## src/rtl/bcd_counter_scan_nled.sv

```systemverilog
// N-digit BCD up/down counter with load, wrap pulse and multiplexed
// common-anode scan drive (optional leading-zero blanking).
module bcd_counter_scan_nled #(
  parameter int unsigned NUM_DIGITS = 4,
  parameter int unsigned SEL_W      = 2,
  parameter int unsigned TICK_DIV   = 50,
  parameter int unsigned SCAN_DIV   = 50,
  parameter int unsigned LZ_BLANK   = 0
) (
  input  logic                    clk_in,
  input  logic                    rst,
  input  logic                    en,
  input  logic                    up_dn,
  input  logic                    load,
  input  logic [4*NUM_DIGITS-1:0] load_val,
  input  logic [SEL_W-1:0]        sel_an,
  output logic [3:0]              num,
  output logic [NUM_DIGITS-1:0]   an_scan,
  output logic [4*NUM_DIGITS-1:0] bcd_all,
  output logic                    wrap
);

  localparam int unsigned DW     = 4 * NUM_DIGITS;
  localparam int unsigned TICK_W = $clog2(TICK_DIV + 1);
  localparam int unsigned SCAN_W = $clog2(SCAN_DIV + 1);

  logic [DW-1:0]     r_bcd;
  logic [TICK_W-1:0] r_tick_cnt;
  logic [SCAN_W-1:0] r_scan_cnt;
  logic [SEL_W-1:0]  r_idx;
  logic              r_wrap;

  logic              w_tick;
  logic              w_scan_end;
  logic [DW-1:0]     w_bcd_nxt;
  logic              w_wrap_nxt;
  logic              w_cy;
  logic [3:0]        w_dig;
  logic [3:0]        w_nib;
  logic              w_upper_zero;

  assign w_tick     = en && (r_tick_cnt == TICK_W'(TICK_DIV));
  assign w_scan_end = (r_scan_cnt == SCAN_W'(SCAN_DIV));

  // Next counter value: load sanitises nibbles, tick ripples carry/borrow
  // through active digits; inactive digits are always cleared.
  always_comb begin
    w_bcd_nxt  = '0;
    w_wrap_nxt = 1'b0;
    w_cy       = 1'b1;
    w_dig      = 4'd0;
    w_nib      = 4'd0;
    for (int k = 0; k < NUM_DIGITS; k++) begin
      w_dig = r_bcd[4*k +: 4];
      w_nib = load_val[4*k +: 4];
      if (SEL_W'(k) <= sel_an) begin
        if (load) begin
          w_bcd_nxt[4*k +: 4] = (w_nib <= 4'd9) ? w_nib : 4'd0;
        end else if (w_tick && w_cy) begin
          if (up_dn) begin
            if (w_dig == 4'd9) begin
              w_bcd_nxt[4*k +: 4] = 4'd0;
            end else begin
              w_bcd_nxt[4*k +: 4] = w_dig + 4'd1;
              w_cy                = 1'b0;
            end
          end else begin
            if (w_dig == 4'd0) begin
              w_bcd_nxt[4*k +: 4] = 4'd9;
            end else begin
              w_bcd_nxt[4*k +: 4] = w_dig - 4'd1;
              w_cy                = 1'b0;
            end
          end
        end else begin
          w_bcd_nxt[4*k +: 4] = w_dig;
        end
      end
    end
    w_wrap_nxt = !load && w_tick && w_cy;
  end

  // Counter value, wrap pulse and tick prescaler.
  always_ff @(posedge clk_in) begin
    if (!rst) begin
      r_bcd      <= '0;
      r_wrap     <= 1'b0;
      r_tick_cnt <= TICK_W'(1);
    end else begin
      r_bcd  <= w_bcd_nxt;
      r_wrap <= w_wrap_nxt;
      if (load) begin
        r_tick_cnt <= TICK_W'(1);
      end else if (en) begin
        r_tick_cnt <= w_tick ? TICK_W'(1) : r_tick_cnt + TICK_W'(1);
      end
    end
  end

  // Free-running scan timer and digit index; index snaps to 0 if out of range.
  always_ff @(posedge clk_in) begin
    if (!rst) begin
      r_scan_cnt <= SCAN_W'(1);
      r_idx      <= '0;
    end else begin
      r_scan_cnt <= w_scan_end ? SCAN_W'(1) : r_scan_cnt + SCAN_W'(1);
      if (r_idx > sel_an) begin
        r_idx <= '0;
      end else if (w_scan_end) begin
        r_idx <= (r_idx >= sel_an) ? '0 : r_idx + SEL_W'(1);
      end
    end
  end

  // Scan outputs decoded from registered state.
  always_comb begin
    num          = r_bcd[{r_idx, 2'b00} +: 4];
    w_upper_zero = 1'b1;
    an_scan      = '1;
    for (int k = 0; k < NUM_DIGITS; k++) begin
      if ((SEL_W'(k) >= r_idx) && (SEL_W'(k) <= sel_an) && (r_bcd[4*k +: 4] != 4'd0)) begin
        w_upper_zero = 1'b0;
      end
      if (SEL_W'(k) == r_idx) begin
        an_scan[k] = 1'b0;
      end
    end
    if ((LZ_BLANK != 0) && (r_idx != '0) && w_upper_zero) begin
      an_scan = '1;
    end
  end

  assign bcd_all = r_bcd;
  assign wrap    = r_wrap;

endmodule

```

## config.mk

```make
export PLATFORM = sky130hd
export DESIGN_NAME = bcd_counter_scan_nled
export DESIGN_NICKNAME = d
export VERILOG_FILES = /design/src/rtl/bcd_counter_scan_nled.sv
export SDC_FILE = /design/constraint.sdc
export NUM_CORES = 1
export LEC_CHECK = 0
export ABC_AREA = 1
export BUFFER_PORTS_ARGS = -buffer_cell sky130_fd_sc_hd__clkbuf_2
export CAP_MARGIN = 20
export CORE_ASPECT_RATIO = 1.2
export CORE_UTILIZATION = 45
export DETAILED_ROUTE_END_ITERATION = 16
export MAX_ROUTING_LAYER = met4
export PLACE_DENSITY = 0.65
export SLEW_MARGIN = 40
export SYNTH_ARGS = -nofsm -noshare
export SYNTH_HDL_FRONTEND = slang
export SYNTH_SLANG_ARGS = --single-unit
export TNS_END_PERCENT = 50
```

## constraint.sdc

```tcl
create_clock -name clk_in -period 2.6 [get_ports clk_in]
set_input_delay 0.13 -clock clk_in [delete_from_list [all_inputs] [get_ports clk_in]]
set_output_delay 0.13 -clock clk_in [all_outputs]
set_load 0.05 [all_outputs]
```

**Yosys cells after proc, flatten, opt, wreduce, memory -nomap -nowiden**

Cells that the tools add are included.

- Bits in registers: 31
- Bits of input ports: 23
- Output and inout bits: 25
- Logic and storage cells: 117

- $add $sub $neg: 11
- Order comparisons: 10
- Equal/unequal tests: 9
- Shift operators: 1
- Muxes and demuxes: 54
- Bitwise gates (word level): 1
- Reduce and logical (&&, ||, !) cells: 23

Operators by type and width:

| kind | number |
|---|---|
| 4-bit two-way mux | 24 |
| 1-bit two-way mux | 28 |
| 4-bit by 1-bit adder with 4-bit output (second input constant) | 4 |
| 4-bit equality test (second input constant) | 4 |
| 4-bit less-or-equal comparator (second input constant) | 4 |
| 4-bit zero test | 4 |
| 16-bit by 5-bit indexed part select with 4-bit output | 1 |
| 4-bit by 1-bit subtractor with 4-bit output (second input constant) | 4 |
| 6-bit by 1-bit adder with 6-bit output (second input constant) | 2 |
| 6-bit equality test (second input constant) | 2 |
| 2-bit AND reduction | 4 |
| 2-bit nonzero test | 4 |
| 1-bit logical AND | 6 |
| 6-bit two-way mux | 1 |
| 2-bit OR reduction | 3 |
| 2-bit equality test (first input constant) | 2 |
| 1-bit by 2-bit less-or-equal comparator with 1-bit output (first input constant) | 2 |
| 2-bit less-or-equal comparator (first input constant) | 2 |
| 2-bit by 1-bit adder with 2-bit output (second input constant) | 1 |
| 1-bit by 2-bit equality test with 1-bit output (first input constant) | 1 |
| 2-bit greater-or-equal comparator | 1 |
| 2-bit greater-than comparator | 1 |
| 2-bit zero test | 1 |
| 2-bit two-way mux | 1 |
| 2 further kinds | 2 |

**Logic depth before layout (Yosys ltp)**

- Depth in word-level cells: 22
- Gate-level depth with buffers: 13
- Mapped depth without buffers: 13

**Least setup slack after synthesis**

No wires, ideal clock.

- Kind: flip-flop to output port
- Start point: reg r_bcd[4], in the netlist bcd_all[4]
- End point: out num[0]
- Data arrival time: 1.831 ns
- Data required time: 2.470 ns
- Path slack: 0.639 ns
- Stages on the path, launching flop included: 5
- Cell sequence: dfxtp_1 -> inv_1 -> o21ai_0 -> a21oi_1 -> a21oi_1

- Word-level cells in the longest chain between the ends: 1

RTL lines:

| what | RTL line | text |
|---|---|---|
| start, declared | 27 | `logic [DW-1:0] r_bcd;` |
| start signal, assigned | 90 | `r_bcd <= w_bcd_nxt;` |
| 16-bit by 5-bit indexed part select with 4-bit output | 117 | `num = r_bcd[{r_idx, 2'b00} +: 4];` |
| end, declared | 17 | `output logic [3:0] num,` |

No other way between the ends.

**Worst setup path after layout**

- Start point: reg r_idx[0]
- End point: out num[0]

- Word-level cells in the longest chain between the ends: 1

RTL lines:

| what | RTL line | text |
|---|---|---|
| start, declared | 30 | `logic [SEL_W-1:0] r_idx;` |
| start signal, assigned | 110 | `r_idx <= (r_idx >= sel_an) ? '0 : r_idx + SEL_W'(1);` |
| 16-bit by 5-bit indexed part select with 4-bit output | 117 |  |

No other way between the ends.

==> metrics.cfg <==
[run_status]
status = finished clean

[worst_setup_path]
crit_arrival_ns = 1.79
start_kind = register
setup.worst_path.end_class = output port
crit_start = r_idx[0]
path_max_fanout = 15
path_cells = inv_1 -> o21ai_0 -> a21oi_1 -> a21oi_1 -> clkbuf_2
cp.required_ns = 2.47
slowest_delay_ns = 0.48
cpMaxStageDelayCell = dfxtp_1
path_delay_family = buffers and inverters
path_class = register to output port
cp.buffers_inverters = 2
reg2reg_from = r_idx[0]
crit_top_cell = a21oi_1

[global_routing]
grt_pass1_vias = 2173
antenna_found_initial = 0
grt_max_degree = 21
track_usage = 0.239
grt_overflow = 0
grt_pass1_wl_um = 9490

[placement]
dpl.hpwl_um = 4500
placedCellCount = 477
io_buffer_count = 47
place.gp.congestion = 0.886

[die]
rows = 28
die_w_um = 67.4
boundaryPins = 48
start_util = 0.468
chipHeight_um = 80.5
core_area_um2 = 4940
die_area_um2 = 5430

[route]
dr.pass1.iters = 6
via_count = 2525
routed_wl_um = 5860
avgViaCountPerCell = 5.22
ant_nets = 0
post_drt_wl_per_cell_um = 12.1
route.detailed.drc = 0
drt_iter0_drc = 118

[hold_path]
hp-class = input port to register
hp-start = load_val[2]

[yosys]
ys_warn_count = 0
ys_seq_area_frac = 0.269
synth_edf_count = 0
ys.flop_type = dfxtp_1
syn-num-nets = 412
avgSynthCellArea_um2 = 6.10
syn_area_um2 = 2310
synth.distinct_cells = 32
async_reset_ff_frac = 0
synth_cells = 379
ys_ff_latch = 31

[final_layout]
stdcell_count = 484
syn2layout_area_growth_pct = 15.9
diodes = 0
multi_input_area_um2 = 1470
nets = 457
register_area_um2 = 621
drive_gt1_frac = 0.163
fill_cells = 502

[clocking]
cts_resized = 0
cts_buffers = 5
clockBufferDepth = 2
cts.sinks = 31
cts-root-buf = clkbuf_8
clk_pin_slew_ns = 0.06
cts_hold_buf = 0
htree_levels = 2
clock_latency_ns = 0.28
post_cts.repair.setup_buffers = 0
tritoncts = done

[timing]
worst_hold_slack_ns = 0.114
min_period_ns = 1.92
tightest_slew_ns = 0.556
rsz0062_at_grt = no
finClkSkew_ns = 0.00558
final.period_utilization = 0.739
hold_viol_final = 0
tns_ns = 0
slew_viol_final = 0
max_clock_freq_mhz = 521
slew_headroom = 0.629
setup_violations = 0

[power]
vdd_drop_max_mv = 0.318
powerDensity_nw_per_um2 = 461
leakagePower_nw = 1.32

[run]
maxCapViolCount = 0

worst paths after layout:
kind,to,slack (ns),depth (start not counted)
worst min register to register,r_scan_cnt[0],0.43,1
worst max register to register,r_idx[0],0.91,7
worst min-delay path,bcd_all[2],0.11,3
worst max-delay path,num[0],0.68,5
kinds of logic after synthesis:
kind of cell    synth area share
simple gates               0.369
flops                      0.269
compound gates             0.171
xor+xnor                  0.0417
buf+inv                   0.0958
fa+ha+maj                 0.0541
power by group:
| part | internal (mW) | leakage [nW] | switching [mW] |
|---|---|---|---|
| registers | 0.494 | 0.253 | 0.0303 |
| clock network | 0.281 | 0.0513 | 0.171 |
| logic | 0.0826 | 1.02 | 0.176 |
cell usage in the layout, fill, tap and decap left out, types with 2 or more instances in the layout:
cell      synthesis  layout
a21oi_2           3       3
xor2_1            7       7
a31oi_1           5       5
nand4_1           9       9
o21ai_0          30      30
nor2_1           57      57
nand2_2           4       4
clkbuf_2          0      47
inv_1            42      42
o211ai_1          2       2
nand3_1          25      25
inv_2             2       2
dfxtp_1          31      31
nand2_1          93      93
nor2_2            2       2
nor3_1            5       5
ha_1             10      10
clkbuf_8          0       5
xnor2_1           4       4
a21oi_1          27      27
sequential cells by signal, summed over array words and instances, names as in the netlist:
register    count
r_idx           2
r_scan_cnt      6
r_tick_cnt      6
wrap            1
bcd_all        16
worst register-to-register path, cell delays in order, from the launching register on:
cell and delay [ns]:
dfxtp_1 0.48, inv_1 0.27, ha_1 0.34, nand2_1 0.08, nand2_1 0.05, nor2_1 0.13, nor2_1 0.05, a211oi_1 0.20
cell type report:
type | count | share of cell area
repair buffers | 48 | 0.0906
clock buffers | 6 | 0.0271
inverters | 45 | 0.0631
clock inverters | 1 | 0.0112
well taps | 60 | 0.0280
flip-flops and latches | 31 | 0.232
multi-input cells | 293 | 0.548
metal layers:
| layer | share of wire | GRT usage | up-vias |
|---|---|---|---|
| li1 | - | - | 1331 |
| met1 | 0.48 | 0.284 | 1145 |
| met2 | 0.47 | 0.386 | 41 |
| met3 | 0.031 | 0.0483 | 8 |
| met4 | 0.019 | 0.0979 | 0 |
| met5 | 0 | - | - |
metrics by stage:
step / util / area [um^2] / setup slack, ns / power [mW]
4_1_cts: 0.542 / 2680 / 0.682 / 1.25
3_5_place_dp: 0.522 / 2580 / 0.899 / 0.793
3_3_place_gp: 0.522 / 2580 / 0.919 / 0.791
6_report: 0.542 / 2680 / 0.680 / 1.23
2_1_floorplan: - / 2310 / 0.639 / 0.723
5_1_grt: 0.542 / 2680 / 0.483 / 1.31
cells in the mapped netlist (4+ instances only):
library cell  count  share of area
nand2_1          93           0.15
nor2_1           57          0.093
inv_1            42          0.068
dfxtp_1          31           0.27
o21ai_0          30          0.065
a21oi_1          27          0.058
nand3_1          25          0.054
ha_1             10          0.054
nand4_1           9          0.024
xor2_1            7          0.027
buf_2             6          0.013
a31oi_1           5          0.014
nor3_1            5          0.011
nand2_2           4          0.011
xnor2_1           4          0.015
Power figures use the tool's default switching activity.
